--- config.mk ---
export PLATFORM = sky130hd
export DESIGN_NAME = apbspi_spi_slave
export DESIGN_NICKNAME = d
export VERILOG_FILES = /design/src/rtl/apbspi_pkg.sv /design/src/rtl/apbspi_sync_edge.sv /design/src/rtl/apbspi_spi_slave.sv
export SDC_FILE = /design/constraint.sdc
export NUM_CORES = 1
export LEC_CHECK = 0
export ABC_AREA = 1
export BUFFER_PORTS_ARGS = -buffer_cell sky130_fd_sc_hd__buf_2
export CELL_PAD_IN_SITES_DETAIL_PLACEMENT = 0
export CELL_PAD_IN_SITES_GLOBAL_PLACEMENT = 2
export CORE_MARGIN = 1
export CORE_UTILIZATION = 36
export CTS_CLUSTER_SIZE = 10
export DETAILED_ROUTE_END_ITERATION = 10
export GPL_TIMING_DRIVEN = 0
export PLACE_DENSITY = 0.85
export SYNTH_ARGS = -nofsm -noshare
export SYNTH_HDL_FRONTEND = slang
export SYNTH_SLANG_ARGS = --single-unit
export TNS_END_PERCENT = 30
--- constraint.sdc ---
create_clock -name clk -period 1.95 [get_ports clk]
set_input_delay 0.39 -clock clk [delete_from_list [all_inputs] [get_ports clk]]
set_output_delay 0.39 -clock clk [all_outputs]
set_load 0.02 [all_outputs]
--- src/rtl/apbspi_pkg.sv ---
// Shared types and defaults for the apbspi SPI slave endpoint.
package apbspi_pkg;

    // Slave frame sequencer states
    typedef enum logic [1:0] {
        IDLE  = 2'd0,
        LOAD  = 2'd1,
        SHIFT = 2'd2
    } apbspi_slave_state_t;

    // Default word size; must match the apbspi master
    localparam int APBSPI_WORD_WIDTH  = 32;
    // Default synchroniser depth on the asynchronous SPI pins
    localparam int APBSPI_SYNC_STAGES = 2;

endpackage

--- src/rtl/apbspi_sync_edge.sv ---
// Multi-stage synchroniser for one asynchronous pin, with registered
// rise/fall pulses aligned to the cycle in which the synchronised level
// changes.
module apbspi_sync_edge #(
    parameter int   STAGES    = 2,
    parameter logic RESET_VAL = 1'b0
) (
    input  logic clk,
    input  logic nrst,
    input  logic d,
    output logic q,
    output logic rise,
    output logic fall
);

    logic [STAGES-1:0] sync_q;
    logic [STAGES-1:0] sync_d;
    logic              rise_q;
    logic              rise_d;
    logic              fall_q;
    logic              fall_d;

    // Next chain contents and edge detect on the value entering the last stage
    always_comb begin
        sync_d = {sync_q[STAGES-2:0], d};
        rise_d = sync_q[STAGES-2] & ~sync_q[STAGES-1];
        fall_d = ~sync_q[STAGES-2] & sync_q[STAGES-1];
    end

    // Synchroniser chain and edge pulse registers
    always_ff @(posedge clk or negedge nrst) begin
        if (!nrst) begin
            sync_q <= {STAGES{RESET_VAL}};
            rise_q <= 1'b0;
            fall_q <= 1'b0;
        end else begin
            sync_q <= sync_d;
            rise_q <= rise_d;
            fall_q <= fall_d;
        end
    end

    assign q    = sync_q[STAGES-1];
    assign rise = rise_q;
    assign fall = fall_q;

endmodule

--- src/rtl/apbspi_spi_slave.sv ---
// SPI slave endpoint for the apbspi master: oversampled pins, modes 0-3,
// one-entry TX holding register and RX word buffer with valid/ready.
// Optional build macro APBSPI_SLAVE_LSB_FIRST_EN adds the lsb_first input.
module apbspi_spi_slave
    import apbspi_pkg::*;
#(
    parameter int WORD_WIDTH  = APBSPI_WORD_WIDTH,
    parameter int SYNC_STAGES = APBSPI_SYNC_STAGES
) (
    input  logic                  clk,
    input  logic                  nrst,
    input  logic                  enable,
    input  logic                  cpol,
    input  logic                  cpha,
    input  logic                  sclk,
    input  logic                  cs_n,
    input  logic                  mosi,
    output logic                  miso,
    output logic                  miso_oe,
    input  logic [WORD_WIDTH-1:0] tx_data,
    input  logic                  tx_valid,
    output logic                  tx_ready,
    output logic [WORD_WIDTH-1:0] rx_data,
    output logic                  rx_valid,
    input  logic                  rx_ready,
    output logic                  overrun,
    output logic                  underrun,
    output logic                  frame_err,
    input  logic                  clr_flags
`ifdef APBSPI_SLAVE_LSB_FIRST_EN
    ,
    input  logic                  lsb_first
`endif
);

    localparam int              CNT_W    = (WORD_WIDTH > 1) ? $clog2(WORD_WIDTH) : 1;
    localparam logic [CNT_W-1:0] LAST_BIT = CNT_W'(WORD_WIDTH - 1);

    // Pin synchronisers: index 0 = sclk, 1 = cs_n (idles high), 2 = mosi
    logic [2:0] pin_raw;
    logic [2:0] pin_sync;
    logic [2:0] pin_rise;
    logic [2:0] pin_fall;

    assign pin_raw = {mosi, cs_n, sclk};

    genvar gi;
    generate
        for (gi = 0; gi < 3; gi++) begin : g_sync
            apbspi_sync_edge #(
                .STAGES    (SYNC_STAGES),
                .RESET_VAL ((gi == 1) ? 1'b1 : 1'b0)
            ) u_sync (
                .clk  (clk),
                .nrst (nrst),
                .d    (pin_raw[gi]),
                .q    (pin_sync[gi]),
                .rise (pin_rise[gi]),
                .fall (pin_fall[gi])
            );
        end
    endgenerate

    logic unused_pins;
    assign unused_pins = ^{pin_sync[1:0], pin_rise[2], pin_fall[2]};

    logic mosi_s;
    logic cs_rise;
    logic cs_fall;
    logic lead_edge;
    logic trail_edge;
    logic sample_edge;
    logic shift_edge;

    assign mosi_s      = pin_sync[2];
    assign cs_rise     = pin_rise[1];
    assign cs_fall     = pin_fall[1];
    // Leading edge leaves the idle level, trailing edge returns to it
    assign lead_edge   = cpol ? pin_fall[0] : pin_rise[0];
    assign trail_edge  = cpol ? pin_rise[0] : pin_fall[0];
    assign sample_edge = cpha ? trail_edge : lead_edge;
    assign shift_edge  = cpha ? lead_edge  : trail_edge;

    apbspi_slave_state_t   state_q, state_d;
    logic [WORD_WIDTH-1:0] tx_shift_q, tx_shift_d;
    logic [WORD_WIDTH-1:0] rx_shift_q, rx_shift_d;
    logic [CNT_W-1:0]      bit_cnt_q, bit_cnt_d;
    logic [WORD_WIDTH-1:0] hold_q, hold_d;
    logic                  hold_full_q, hold_full_d;
    logic [WORD_WIDTH-1:0] rx_data_q, rx_data_d;
    logic                  rx_valid_q, rx_valid_d;
    logic                  miso_q, miso_d;
    logic                  miso_oe_q, miso_oe_d;
    logic                  overrun_q, overrun_d;
    logic                  underrun_q, underrun_d;
    logic                  frame_err_q, frame_err_d;

    logic                  hold_load;
    logic                  tx_write;
    logic                  word_done;
    logic                  underrun_set;
    logic                  overrun_set;
    logic                  frame_set;
    logic [WORD_WIDTH-1:0] load_word;
    logic [WORD_WIDTH-1:0] rx_word;
    logic                  lsb_mode;
    logic                  lsb_load;

`ifdef APBSPI_SLAVE_LSB_FIRST_EN
    logic lsb_q, lsb_d;
    assign lsb_mode = lsb_q;
    assign lsb_load = lsb_first;

    // Bit order latched at the start of each word
    always_ff @(posedge clk or negedge nrst) begin
        if (!nrst) begin
            lsb_q <= 1'b0;
        end else begin
            lsb_q <= lsb_d;
        end
    end
`else
    assign lsb_mode = 1'b0;
    assign lsb_load = 1'b0;
`endif

    // Received word including the bit arriving on this sample edge
    assign rx_word = lsb_mode ? {mosi_s, rx_shift_q[WORD_WIDTH-1:1]}
                              : {rx_shift_q[WORD_WIDTH-2:0], mosi_s};

    // Frame sequencer: next state, shift registers and pin outputs
    always_comb begin
        state_d      = state_q;
        tx_shift_d   = tx_shift_q;
        rx_shift_d   = rx_shift_q;
        bit_cnt_d    = bit_cnt_q;
        miso_d       = miso_q;
        miso_oe_d    = miso_oe_q;
        hold_load    = 1'b0;
        underrun_set = 1'b0;
        frame_set    = 1'b0;
        word_done    = 1'b0;
        load_word    = hold_full_q ? hold_q : '0;
`ifdef APBSPI_SLAVE_LSB_FIRST_EN
        lsb_d        = lsb_q;
`endif
        if (!enable) begin
            state_d   = IDLE;
            bit_cnt_d = '0;
        end else begin
            case (state_q)
                IDLE: begin
                    bit_cnt_d = '0;
                    if (cs_fall) begin
                        state_d = LOAD;
                    end
                end
                LOAD: begin
                    // An empty holding register sends zeros and flags underrun
                    hold_load    = hold_full_q;
                    underrun_set = ~hold_full_q;
                    tx_shift_d   = load_word;
                    miso_d       = lsb_load ? load_word[0] : load_word[WORD_WIDTH-1];
                    miso_oe_d    = 1'b1;
                    bit_cnt_d    = '0;
`ifdef APBSPI_SLAVE_LSB_FIRST_EN
                    lsb_d        = lsb_first;
`endif
                    state_d      = cs_rise ? IDLE : SHIFT;
                end
                SHIFT: begin
                    if (cs_rise) begin
                        // Any coincident sclk edge is ignored; partial word dropped
                        state_d   = IDLE;
                        frame_set = (bit_cnt_q != '0);
                        bit_cnt_d = '0;
                    end else if (sample_edge) begin
                        rx_shift_d = rx_word;
                        if (bit_cnt_q == LAST_BIT) begin
                            word_done = 1'b1;
                            bit_cnt_d = '0;
                            state_d   = LOAD;
                        end else begin
                            bit_cnt_d = bit_cnt_q + CNT_W'(1);
                        end
                    end else if (shift_edge && (bit_cnt_q != '0)) begin
                        // With no bit sampled yet in this word the current miso
                        // bit came from LOAD, so this edge must not advance it
                        if (lsb_mode) begin
                            tx_shift_d = tx_shift_q >> 1;
                            miso_d     = tx_shift_q[1];
                        end else begin
                            tx_shift_d = tx_shift_q << 1;
                            miso_d     = tx_shift_q[WORD_WIDTH-2];
                        end
                    end
                end
                default: begin
                    state_d = IDLE;
                end
            endcase
        end
        if (state_d == IDLE) begin
            miso_d    = 1'b0;
            miso_oe_d = 1'b0;
        end
    end

    // Word buffers, handshakes and sticky flags (set wins over clear)
    always_comb begin
        tx_write    = tx_valid && !hold_full_q;
        hold_d      = tx_write ? tx_data : hold_q;
        hold_full_d = hold_full_q;
        if (tx_write) begin
            hold_full_d = 1'b1;
        end else if (hold_load) begin
            hold_full_d = 1'b0;
        end

        rx_data_d   = rx_data_q;
        rx_valid_d  = rx_valid_q;
        overrun_set = 1'b0;
        if (word_done) begin
            if (!rx_valid_q || rx_ready) begin
                rx_data_d  = rx_word;
                rx_valid_d = 1'b1;
            end else begin
                overrun_set = 1'b1;
            end
        end else if (rx_valid_q && rx_ready) begin
            rx_valid_d = 1'b0;
        end

        overrun_d   = overrun_set  | (overrun_q   & ~clr_flags);
        underrun_d  = underrun_set | (underrun_q  & ~clr_flags);
        frame_err_d = frame_set    | (frame_err_q & ~clr_flags);
    end

    // State and datapath registers
    always_ff @(posedge clk or negedge nrst) begin
        if (!nrst) begin
            state_q     <= IDLE;
            tx_shift_q  <= '0;
            rx_shift_q  <= '0;
            bit_cnt_q   <= '0;
            hold_q      <= '0;
            hold_full_q <= 1'b0;
            rx_data_q   <= '0;
            rx_valid_q  <= 1'b0;
            miso_q      <= 1'b0;
            miso_oe_q   <= 1'b0;
            overrun_q   <= 1'b0;
            underrun_q  <= 1'b0;
            frame_err_q <= 1'b0;
        end else begin
            state_q     <= state_d;
            tx_shift_q  <= tx_shift_d;
            rx_shift_q  <= rx_shift_d;
            bit_cnt_q   <= bit_cnt_d;
            hold_q      <= hold_d;
            hold_full_q <= hold_full_d;
            rx_data_q   <= rx_data_d;
            rx_valid_q  <= rx_valid_d;
            miso_q      <= miso_d;
            miso_oe_q   <= miso_oe_d;
            overrun_q   <= overrun_d;
            underrun_q  <= underrun_d;
            frame_err_q <= frame_err_d;
        end
    end

    assign miso      = miso_q;
    assign miso_oe   = miso_oe_q;
    assign tx_ready  = ~hold_full_q;
    assign rx_data   = rx_data_q;
    assign rx_valid  = rx_valid_q;
    assign overrun   = overrun_q;
    assign underrun  = underrun_q;
    assign frame_err = frame_err_q;

endmodule

* Yosys cells after proc, flatten, opt, wreduce, memory -nomap -nowiden
Cells that the tools add are included.
** Cells by class
- Add/sub/neg operators :: 1
- Eq/ne operators :: 12
- Muxes and demuxes :: 49
- Bitwise logic cells :: 17
- Reductions and logical operators :: 23
** Operators by type and width (number)
- $mux W31 :: 3
- $pmux W31 S2 :: 1
- $mux W32 :: 1
- $mux W1 :: 31
- $mux W5 :: 4
- $mux W2 :: 6
- $pmux W5 S2 :: 1
- $reduce_and A5 Y1 :: 2
- $reduce_bool A2 Y1 :: 5
- $ne A3 B3 Y1 const B :: 3
- $reduce_and A2 Y1 :: 4
- $and A1 B1 Y1 :: 7
- $not A1 Y1 :: 7
- $ne A2 B2 Y1 const B :: 3
- $pmux W2 S3 :: 1
- $add A5 B1 Y5 const B :: 1
- $eq A5 B5 Y1 const B :: 1
- $reduce_bool A5 Y1 :: 1
- $logic_not A2 Y1 :: 2
- $ne A4 B3 Y1 const B :: 1
- $reduce_and A4 Y1 :: 1
- $logic_and A1 B1 Y1 :: 3
- $ne A3 B2 Y1 const B :: 1
- $or A1 B1 Y1 :: 3
- other kinds (8) :: 9
** Word-level totals
- Flip-flop bits (word level) :: 150
- Input bits :: 43
- Output and inout port bits :: 39

* Longest topological paths before layout
- Depth in word-level cells :: 9
- Gate-level depth with buffers :: 11
- Mapped depth without buffers :: 10

* Modules after synthesis
Synthesis repeated with hierarchy kept, for this count alone.
** Unflattened totals
- Cell total of the unflattened synthesis :: 682
- Area, all modules :: 6408.6 µm²
** Modules (own cells, without submodules)
- apbspi_spi_slave :: instances 1, cells each 658, area an instance 6060.8 µm², seq. area each 3503.4 µm²
- apbspi_sync_edge at g_sync[0].u_sync ... :: instances 2, cells each 8, area an instance 115.1 µm², seq. area each 100.1 µm²
- apbspi_sync_edge at g_sync[1].u_sync :: instances 1, cells each 8, area an instance 117.6 µm², seq. area each 102.6 µm²

* Least setup slack after synthesis
Ideal clock, no wire load.
- Path kind :: register to register
- From :: reg bit_cnt_q[1]
- To :: reg rx_data_q[13], in the netlist rx_data[13]
- Arrival time :: 1.379 ns
- Required time :: 1.829 ns
- Setup slack :: 0.450 ns
- Stages on the path, launching flop included :: 9
- Path buffers :: 1
- Period minus slack after synthesis :: 1.500 ns
- Path through :: dfrtp_1 ha_1 nand2_1 nor2_1 ha_1 nand4_4 buf_2 nand2_1 o21ai_1
** On the way
- Cells in the longest elaborated chain, start to end :: 7
** RTL lines
- start, declared :: line apbspi_spi_slave.sv:87 : logic [CNT_W-1:0] bit_cnt_q, bit_cnt_d;
- start signal, assigned :: line apbspi_spi_slave.sv:259 : bit_cnt_q <= bit_cnt_d;
- $eq A5 B5 Y1 :: line apbspi_spi_slave.sv:179 : if (bit_cnt_q == LAST_BIT) begin
- $mux W1 :: line apbspi_spi_slave.sv:179
- $mux W1 :: line apbspi_spi_slave.sv:177 : end else if (sample_edge) begin
- $mux W1 :: line apbspi_spi_slave.sv:172 : if (cs_rise) begin
- $mux W1 :: line apbspi_spi_slave.sv:151 : case (state_q)
- $mux W1 :: line apbspi_spi_slave.sv:147 : if (!enable) begin
- $reduce_and A2 Y1 (no line)
- end signal, assigned :: line apbspi_spi_slave.sv:262 : rx_data_q <= rx_data_d;
- end, declared :: line apbspi_spi_slave.sv:90 : logic [WORD_WIDTH-1:0] rx_data_q, rx_data_d;
Every way passes these cells.
A chain may end at the register's enable or synchronous reset.

* Final worst setup path
- From :: reg bit_cnt_q[1]
- To :: reg rx_data_q[31], in the netlist rx_data[31]
Same word-level chain as after synthesis.

==> run_results.csv <==
group,metric,value,unit
logic_synthesis,avgSynthCellArea,9.31,µm²
logic_synthesis,synth.area.top_cells,"dfrtp_1 59%, nand2_1 13%, nand3_1 5.9%",
clock_tree,clock_sinks,150,
clock_tree,clk_pin_slew,0.06,ns
global_routing,use_met1,20.9,%
placement,detailed_place_hpwl,9580,µm
pwr,powerDensity,1160,nW/µm²
critical_path,cp-end-kind,"flop",
placement,pre_cts_ws,0.159,ns
sta,grt_setup_unrepaired,"false",
critical_path,worstPathMaxFanout,10,
critical_path,cp.required,2.25,ns
logic_synthesis,synth_fp_nets,723,
global_routing,antenna_found_initial,2,
layout,fill_cells,1749,
floorplanning,die_area,18000,µm²
logic_synthesis,seq_area_frac_synth,59.6,%
clock_tree,post-cts-setup-buffers,0,
global_routing,top_usage_layer,"met2",
layout,nets,824,
floorplanning,core_area,17200,µm²
sta,relSlewSlack,51.3,%
sta,worst_slew_pin_slew,0.730,ns
layout,final_layout_size_suffix_gt1_share,23.0,%
routing,drt_iter0_markers,258,
critical_path,cp-startpoint,"bit_cnt_q[1]",
global_routing,grt.met3_usage,5.37,%
global_routing,grt_pass1_wl,23800,µm
routing,drc,0,
critical_path,worstSetupPathType,"reg2reg",
global_routing,grtUsageTotal,16.8,%
sta,period_share,91.2,%
critical_path,start_kind,"flop",
routing,postRouteAntennaNets,0,
floorplanning,die_w,134,µm
routing,num_vias,4741,
logic_synthesis,ys_seq_elements,150,
clock_tree,cts_tree,"yes",
outcome,violations,"negative hold slack",
logic_synthesis,yosys.cell_types.count,30,
global_routing,grt_use_met2,27.2,%
sta,finalHoldViolCount,5,
floorplanning,pin_count,82,
routing,post_drt_wl_per_cell,13.6,µm
clock_tree,ctsHoldBuffers,0,
global_routing,grt_pass1_vias,4878,
critical_path,r2r-start,"bit_cnt_q[1]",
run,maxCapViolations,0,
global_routing,grt_max_degree,77,
sta,timing.final.ws_setup,0.171,ns
layout,final_common_cell,"nand2_1",
routing,drt-pass1-iter-count,4,
placement,io_buffer_count,81,
pwr,p_total,8.78,mW
clock_tree,cts_buffers,17,
layout,final-seq-area,3760,µm²
floorplanning,start_util,36.7,%
layout,syn2layout_area_growth,20.1,%
layout,final_cell_mix,"222 x nand2_1, 148 x dfrtp_1, 95 x buf_2, 74 x nand3_1, 56 x inv_1",
clock_tree,root_buffer,"clkbuf_16",
placement,dp_cells,984,
logic_synthesis,synth.largest_area_cell,"dfrtp_1",
sta,drv_slew,0,
placement,place_congestion,0.786,
logic_synthesis,yosys_warnings,0,
logic_synthesis,synthCells,677,
clock_tree,clock_latency,0.43,ns
sta,period_minus_slack,1.78,ns
outcome,status,"finished, violations left",
worst_hold_path,hp-class,"in2async",
pwr,p_leak,3.81,nW
sta,setup_viol,0,
routing,vias_per_cell,4.66,
logic_synthesis,synth_area,6300,µm²
clock_tree,cts_max_level,4,
sta,timing.hold.ws,-0.00532,ns
clock_tree,cts_buffer_depth,2,
layout,multiInputGateArea,2140,µm²
routing,routed_wirelength,13900,µm
critical_path,cp.arrival,2.08,ns
logic_synthesis,synth_top_area_share,58.8,%
layout,instances_no_fill,1017,
global_routing,grt.overflow.total,0,
clock_tree,ctsResizeCount,0,
sta,finalClockSkew,0.00937,ns
floorplanning,num_rows,48,
sta,max_freq,0.562,GHz
floorplanning,die_y,134,µm
pwr,ir_worst_vdd,0.000741,V
-- report_power, final --
| part | total, mW | internal [mW] | switching [mW] |
|---|---|---|---|
| registers | 4.15 | 3.79 | 0.367 |
| clock network | 3.05 | 1.66 | 1.39 |
| logic | 1.58 | 0.740 | 0.838 |
| total | 8.78 | 6.18 | 2.60 |
-- synthesized netlist by cell type --
| library cell | instances |
|---|---|
| nand3_1 | 74 |
| nor2_4 | 1 |
| inv_1 | 56 |
| buf_1 | 3 |
| dfrtp_1 | 148 |
| buf_4 | 3 |
| nor4_1 | 1 |
| nand2_2 | 4 |
| nand2_4 | 1 |
| o22ai_1 | 2 |
| nand4_1 | 2 |
| inv_2 | 3 |
| clkbuf_2 | 3 |
| nor3_1 | 1 |
| buf_2 | 15 |
| xnor2_1 | 1 |
| clkbuf_1 | 7 |
| a22oi_1 | 1 |
| o21ai_0 | 35 |
| mux2_2 | 31 |
| o21ai_1 | 32 |
| a21oi_1 | 4 |
| dfstp_2 | 2 |
| buf_6 | 3 |
| ha_1 | 3 |
| nand2_1 | 222 |
| nor2_1 | 16 |
| nand4_4 | 1 |
| xor2_1 | 1 |
| nor2_2 | 1 |
-- cell families after synthesis --
logic type | after synthesis | share of synthesized area, %
XOR/XNOR | 2 | 0.278
adder cells (fa/ha/maj) | 3 | 0.596
buffers and inverters | 93 | 6.43
AND/OR/NAND/NOR | 324 | 21.6
multiplexers | 31 | 5.54
flip-flops | 150 | 59.6
AO/OA/AOI/OAI | 74 | 5.95
-- path summary, 6_finish.rpt --
path	cells past startpoint	end	slack, ns
hold reg to reg	0	g_sync[2].u_sync.sync_q[1]	0.36
min in group clk	1	g_sync[2].u_sync.sync_q[0]	0.06
max in group asynchronous	2	tx_shift_q[14]	1.15
setup reg to reg	8	rx_data[31]	0.17
hold / removal	1	hold_q[19]	-0.005
setup / recovery	8	rx_data[31]	0.17
-- sequential cells by signal, summed over array words and instances (netlist names), 2 cells and up --
| signal | count |
|---|---|
| hold_q | 32 |
| rx_data | 32 |
| rx_shift_q | 31 |
| tx_shift_q | 31 |
| g_sync.u_sync.sync_q | 6 |
| bit_cnt_q | 5 |
| g_sync.u_sync.fall | 2 |
| g_sync.u_sync.rise | 2 |
| state_q | 2 |
-- stage by stage --
step / hold slack [ns] / cell area [µm²] / util (%) / setup TNS [ns]
finish: -0.00532 / 7570 / 44.1 / 0
global route: 0.0395 / 7570 / 44.1 / 0
CTS: 0.0173 / 7570 / 44.1 / 0
detailed placement: 0.343 / 7020 / 40.9 / 0
global placement: 0.337 / 6990 / 40.7 / -248.18
floorplan: 0.0944 / 6300 / - / 0
-- area by class of cell --
class / count / share of cell area, %
antenna: 1 / 0.0330
buffer: 34 / 2.43
clock buffer: 17 / 5.62
clock inverter: 15 / 1.59
inverter: 59 / 2.92
multi-input combinational: 434 / 28.3
sequential: 150 / 49.6
tap: 225 / 3.72
timing repair buffer: 82 / 5.80
-- routing by layer --
layer | wire [µm] | share of wire (%)
met5 | 12 | 0.087
met4 | 187 | 1.3
met3 | 824 | 5.9
met2 | 6530 | 47
met1 | 6310 | 46
-- worst max-delay path, stage by stage, from the launching register on --
cell and delay [ns]:
dfrtp_1 0.39, ha_1 0.20, nand2_1 0.06, nor2_1 0.09, ha_1 0.30, nand4_4 0.22, buf_2 0.25, nand2_1 0.09
o21ai_1 0.08
No activity file was read; power rests on OpenSTA's default activity.
